===== src/rtl/stb_edge_delay_meas.sv =====
// Measures and averages the delay from strobe rising edges to the first comparator rising edge.
// Optional min/max sample tracking is enabled by defining STB_EDGE_DELAY_MINMAX_EN.
`timescale 1ns/1ps

module stb_edge_delay_meas #(
    parameter int CNT_WIDTH   = 32,
    parameter int AVG_LOG2    = 4,
    parameter int SYNC_STAGES = 2
) (
    input  logic                 clk_i,
    input  logic                 arst_i,
    input  logic                 start_i,
    input  logic                 stb_i,
    input  logic                 stb_rdy_i,
    input  logic [CNT_WIDTH-1:0] stb_period_i,
    input  logic                 cmp_i,
    output logic                 busy_o,
    output logic                 done_o,
    output logic                 timeout_o,
`ifdef STB_EDGE_DELAY_MINMAX_EN
    output logic [CNT_WIDTH-1:0] delay_o,
    output logic [CNT_WIDTH-1:0] min_o,
    output logic [CNT_WIDTH-1:0] max_o
`else
    output logic [CNT_WIDTH-1:0] delay_o
`endif
);

    localparam int ACC_W  = CNT_WIDTH + AVG_LOG2;
    localparam int SCNT_W = AVG_LOG2 + 1;
    localparam logic [SCNT_W-1:0]    N_SAMPLES = SCNT_W'(2 ** AVG_LOG2);
    localparam logic [CNT_WIDTH-1:0] SYNC_COMP = CNT_WIDTH'(SYNC_STAGES);

    typedef enum logic [2:0] {
        IDLE,
        WAIT_RDY,
        ARM,
        COUNT,
        ACCUM,
        DIVIDE,
        DONE
    } state_t;

    state_t state, next_state;

    logic                   stb_q, start_q, cmp_q;
    logic [SYNC_STAGES-1:0] cmp_sync;
    logic                   stb_rise, start_rise, cmp_rise;

    logic [CNT_WIDTH-1:0] cnt, period_q, sample;
    logic [ACC_W-1:0]     acc;
    logic [SCNT_W-1:0]    smp_cnt;

    logic clr_meas, load_cnt, inc_cnt, do_accum, do_divide, do_timeout;

    always_ff @(posedge clk_i or posedge arst_i) begin
        if (arst_i) begin
            stb_q    <= 1'b0;
            start_q  <= 1'b0;
            cmp_sync <= '0;
            cmp_q    <= 1'b0;
        end else begin
            stb_q    <= stb_i;
            start_q  <= start_i;
            cmp_sync <= (cmp_sync << 1) | SYNC_STAGES'(cmp_i);
            cmp_q    <= cmp_sync[SYNC_STAGES-1];
        end
    end

    assign stb_rise   = stb_i & ~stb_q;
    assign start_rise = start_i & ~start_q;
    assign cmp_rise   = cmp_sync[SYNC_STAGES-1] & ~cmp_q;

    // Synchroniser latency is removed from each raw count, clamping at zero.
    assign sample = (cnt >= SYNC_COMP) ? (cnt - SYNC_COMP) : '0;

    always_ff @(posedge clk_i or posedge arst_i) begin
        if (arst_i) begin
            state <= IDLE;
        end else begin
            state <= next_state;
        end
    end

    always_comb begin
        next_state = state;
        busy_o     = 1'b0;
        done_o     = 1'b0;
        clr_meas   = 1'b0;
        load_cnt   = 1'b0;
        inc_cnt    = 1'b0;
        do_accum   = 1'b0;
        do_divide  = 1'b0;
        do_timeout = 1'b0;
        case (state)
            IDLE: begin
                if (start_rise) begin
                    next_state = WAIT_RDY;
                    clr_meas   = 1'b1;
                end
            end
            WAIT_RDY: begin
                busy_o = 1'b1;
                if (stb_rdy_i) begin
                    next_state = ARM;
                end
            end
            ARM: begin
                busy_o = 1'b1;
                if (stb_rise) begin
                    next_state = COUNT;
                    load_cnt   = 1'b1;
                end
            end
            COUNT: begin
                busy_o = 1'b1;
                // A comparator edge takes priority over the timeout limit in the same cycle.
                if (cmp_rise) begin
                    next_state = ACCUM;
                end else if ((period_q == '0) || (cnt == period_q - CNT_WIDTH'(1))) begin
                    next_state = DONE;
                    do_timeout = 1'b1;
                end else begin
                    inc_cnt = 1'b1;
                end
            end
            ACCUM: begin
                busy_o   = 1'b1;
                do_accum = 1'b1;
                if (smp_cnt + SCNT_W'(1) == N_SAMPLES) begin
                    next_state = DIVIDE;
                end else begin
                    next_state = ARM;
                end
            end
            DIVIDE: begin
                busy_o     = 1'b1;
                do_divide  = 1'b1;
                next_state = DONE;
            end
            DONE: begin
                done_o     = 1'b1;
                next_state = IDLE;
            end
            default: begin
                next_state = IDLE;
            end
        endcase
    end

    always_ff @(posedge clk_i or posedge arst_i) begin
        if (arst_i) begin
            cnt       <= '0;
            period_q  <= '0;
            acc       <= '0;
            smp_cnt   <= '0;
            delay_o   <= '0;
            timeout_o <= 1'b0;
        end else begin
            if (clr_meas) begin
                acc       <= '0;
                smp_cnt   <= '0;
                timeout_o <= 1'b0;
            end
            if (load_cnt) begin
                cnt      <= '0;
                period_q <= stb_period_i;
            end
            if (inc_cnt) begin
                cnt <= cnt + CNT_WIDTH'(1);
            end
            if (do_accum) begin
                acc     <= acc + ACC_W'(sample);
                smp_cnt <= smp_cnt + SCNT_W'(1);
            end
            if (do_divide) begin
                delay_o <= CNT_WIDTH'(acc >> AVG_LOG2);
            end
            if (do_timeout) begin
                delay_o   <= '1;
                timeout_o <= 1'b1;
            end
        end
    end

`ifdef STB_EDGE_DELAY_MINMAX_EN
    always_ff @(posedge clk_i or posedge arst_i) begin
        if (arst_i) begin
            min_o <= '1;
            max_o <= '0;
        end else if (clr_meas) begin
            min_o <= '1;
            max_o <= '0;
        end else if (do_accum) begin
            if (sample < min_o) begin
                min_o <= sample;
            end
            if (sample > max_o) begin
                max_o <= sample;
            end
        end
    end
`endif

endmodule


===== config.mk =====
export PLATFORM = sky130hd
export DESIGN_NAME = stb_edge_delay_meas
export DESIGN_NICKNAME = d
export VERILOG_FILES = /design/src/rtl/stb_edge_delay_meas.sv
export SDC_FILE = /design/constraint.sdc
export NUM_CORES = 1
export LEC_CHECK = 0
export BUFFER_PORTS_ARGS = -buffer_cell sky130_fd_sc_hd__buf_2
export CAP_MARGIN = 20
export CORE_UTILIZATION = 45
export DETAILED_ROUTE_END_ITERATION = 10
export GPL_TIMING_DRIVEN = 0
export PLACE_DENSITY = 0.68
export SYNTH_ARGS = -nofsm -noshare
export SYNTH_HDL_FRONTEND = slang
export SYNTH_SLANG_ARGS = --single-unit

===== constraint.sdc =====
create_clock -name clk_i -period 8 [get_ports clk_i]
set_input_delay 2.4 -clock clk_i [delete_from_list [all_inputs] [get_ports clk_i]]
set_output_delay 2.4 -clock clk_i [all_outputs]
set_load 0.1 [all_outputs]

==> reports/results.tsv <==
metric	value	unit
DIE HEIGHT	151.0	um
worst hold path type	flop to flop	
non-filler cells, final	1552	
final setup fails	0	
leading area contributor after synthesis	dfrtp_1	
syn nets	1245	
DR pass1 iterations	5	
CTS sink cnt	146	
CTS tree	yes	
Area Overhead vs Synth	13.52	%
Clock Latency Late Sink	430	ps
root buffer cell	clkbuf_16	
Internal Pwr Total	2.596	mW
clk buf depth	2	
run status	finished, final reports clean	
Mean Syn Cell Area	8.556	um^2
number of fill cells	2030	
top cell type's share of synthesized area	36.56	%
CTS resizes	0	
gr usage total	24.63	%
WP data arrival	6530	ps
NetSw	2.717	mW
max_slew headroom	26.71	%
synthesized flop and latch total	146	
Post-CTS Hold Fix Bufs	0	
LEAKAGE	5.110	nW
skew final	12.43	ps
Port Buffers	72	
hold path endpoint	cmp_sync[1]$_DFF_PP0_	
Tmin final	6214	ps
largest net degree at the start of global routing	83	
Netlist cell types	67	
Inserted Diodes	0	
Yosys warning total	0	
DR iter-0 viols	810	
Initial Util	45.79	%
Post-CTS Setup Bufs	0	
P per Cell Area	468.3	nW/um^2
DR DRC count	0	
part of the power in the clock network	15.8	%
switching part of the total	51.13	%
CP endpoint kind	flop	
CP Launch Type	flop	
Post-synth EDFFs	0	
Routability Congestion	0.9202	
hold depth	0	
cts bufs inserted	17	
vias in the first global route	8355	
post-route ant nets	0	
Total Negative Setup Slacks	0	ps
H-Tree Depth	4	
Crit Reg-Reg Startpoint	cnt[12]$_DFFE_PP0P_	
row count	54	
sequential share of power	24.3	%
critical path peak fanout	10	
layout cells sized above 1	12.97	%
placed inst area	10740	um^2
Tcrit/Tclk final	77.67	%
Worst-Margin Slew	1089	ps
placed instance count	1522	
Hold Vio Cnt, Final	0	
Clock transition at path regs	60	ps
final WL	27340	um
ys async rst share	100.0	%
initial antenna violation count	0	
gr ovfl total	0	
R2R cell count	19	
Sequential Area	3654	um^2
critical path required time	8320	ps
DPL Wire Length	20300	um
Vias	9208	
Syn Std Cell Area	9993	um^2
die area	22810	um^2
Layout Nets	1338	
main flop type after synthesis	dfrtp_1	
combinational fraction of design power	60.0	%
DIE WIDTH	151.0	um
Hold Path Origin	cmp_sync[0]$_DFF_PP0_	
vias per cell	5.933	
Cells after Synth	1168	
largest cells by area after synthesis	dfrtp_1, nand3_1, nand2_1	
fmax	160.9	MHz
core area	21820	um^2
sequential fraction of the synthesis area	36.56	%
fin. max-slew vios	0	
first-pass GRT wire length	43810	um
Layout Cell Area excl Fill	11340	um^2
I/O Pins	73	
drt wl/cell	17.62	um
R2R Setup Slk	1790	ps
area of the multi-input gates	5919	um^2
r2r endpoint	acc[28]$_DFFE_PP0P_	
RSZ-0062 raised after global routing	false	
maximum VDD drop	0.2354	mV
Max Cap Viol	0	
CP Class	flop to flop	
-- final cells by class --
type | instances | share of cell area [%]
Multi-Input combinational cell | 919 | 52.18
Tap cell | 280 | 3.088
Sequential cell | 146 | 32.20
Clock inverter | 9 | 1.147
Buffer | 75 | 2.779
Inverter | 28 | 0.9706
Timing Repair Buffer | 74 | 3.485
Clock buffer | 21 | 4.147
-- worst max-delay path: stages (launching register included) --
cell and delay (ps):
dfrtp_1 350, clkbuf_1 230, or4_1 620, nor3_1 280
nand3_1 250, nor3_1 420, and4_1 260, clkbuf_1 190
clkbuf_1 330, nor2_1 120, ha_1 370, a21oi_1 320
o211a_1 210, o221ai_1 160, a311oi_1 550, a21oi_1 180
o2111ai_1 510, a21oi_1 140, or3_1 360, a32o_1 250
-- cells in the mapped netlist, drive strengths merged, types with 18 or more instances --
cell type,count
nor4,19
mux2i,27
or4,18
o21ai,69
inv,28
dfrtp,146
xor2,38
clkbuf,68
nor3,37
ha,38
nand2,145
xnor2,51
a21oi,49
mux2,33
nand3,111
nand4,29
nor2,75
-- power by group through the flow --
stage | logic [mW] | registers (mW) | clock network, mW
floorplan | 2.05 | 1.71 | 0
global placement | 3.09 | 1.29 | 0
detailed placement | 3.14 | 1.30 | 0
CTS | 3.16 | 1.29 | 0.846
global route | 3.49 | 1.33 | 0.874
finish | 3.19 | 1.29 | 0.837
-- cell families (layout without fill, tap and decap cells) --
group | count (synthesis) | after routing | share of synthesized area, %
flops | 146 | 146 | 36.56
xor+xnor | 89 | 89 | 7.800
fa+ha+maj | 39 | 39 | 4.958
buf+inv | 103 | 207 | 4.207
simple gates | 521 | 521 | 26.54
compound gates | 210 | 210 | 13.51
mux | 60 | 60 | 6.423
-- layout by cell type (no fill, tap or decap), types with 12 or more instances in the layout --
| cell type | netlist | final |
|---|---|---|
| nand3_1 | 111 | 111 |
| nor4_1 | 19 | 19 |
| or3_1 | 15 | 15 |
| o21ai_0 | 68 | 68 |
| clkbuf_1 | 68 | 69 |
| dfrtp_1 | 146 | 146 |
| nand2_1 | 144 | 144 |
| mux2_2 | 33 | 33 |
| and3_1 | 15 | 15 |
| a21o_1 | 12 | 12 |
| xor2_1 | 38 | 38 |
| or4_1 | 15 | 15 |
| nor2_1 | 74 | 74 |
| mux2i_1 | 27 | 27 |
| xnor2_1 | 51 | 51 |
| nand4_1 | 29 | 29 |
| inv_1 | 28 | 27 |
| o211ai_1 | 15 | 15 |
| a21oi_1 | 49 | 49 |
| clkbuf_16 | 0 | 17 |
| buf_2 | 3 | 75 |
| ha_1 | 38 | 38 |
| nor3_1 | 37 | 37 |
-- metal layers --
metal  GRT usage, %  up-vias  wire length [um]
li1               -     4430                 -
met5              0        -                 0
met4          8.900        0               717
met2          37.96      305             12470
met3          3.524       57              1445
met1          35.02     4416             12710
-- worst max-delay path by stage --
| stage | start | endpoint | cells past startpoint |
|---|---|---|---|
| 3_3_place_gp | arst_i | acc[13]$_DFFE_PP0P_ | 2 |
| 3_5_place_dp | cnt[12]$_DFFE_PP0P_ | acc[28]$_DFFE_PP0P_ | 19 |
| 6_report | cnt[12]$_DFFE_PP0P_ | acc[28]$_DFFE_PP0P_ | 19 |
| 4_1_cts | cnt[12]$_DFFE_PP0P_ | acc[28]$_DFFE_PP0P_ | 19 |
| 2_1_floorplan | arst_i | acc[0]$_DFFE_PP0P_ | 1 |
| 5_1_grt | cnt[12]$_DFFE_PP0P_ | acc[28]$_DFFE_PP0P_ | 19 |
-- sequential cells by signal (all words and copies together), names as in the netlist --
register   count
state          3
cmp_q          1
cnt           32
timeout_o      1
start_q        1
acc           36
smp_cnt        5
stb_q          1
period_q      32
cmp_sync       2
delay_o       32
-- metrics by stage --
step,setup WS [ps],hold WS (ps),util [%],power (mW)
6_report,1786,351.8,51.98,5.313
5_1_grt,1432,360.3,51.98,5.700
4_1_cts,1961,354.4,51.98,5.292
3_5_place_dp,2011,340.4,49.23,4.435
3_3_place_gp,-222.6,338.8,49.05,4.381
2_1_floorplan,1677,331.2,-,3.757
No activity file was read; power rests on OpenSTA's default activity.
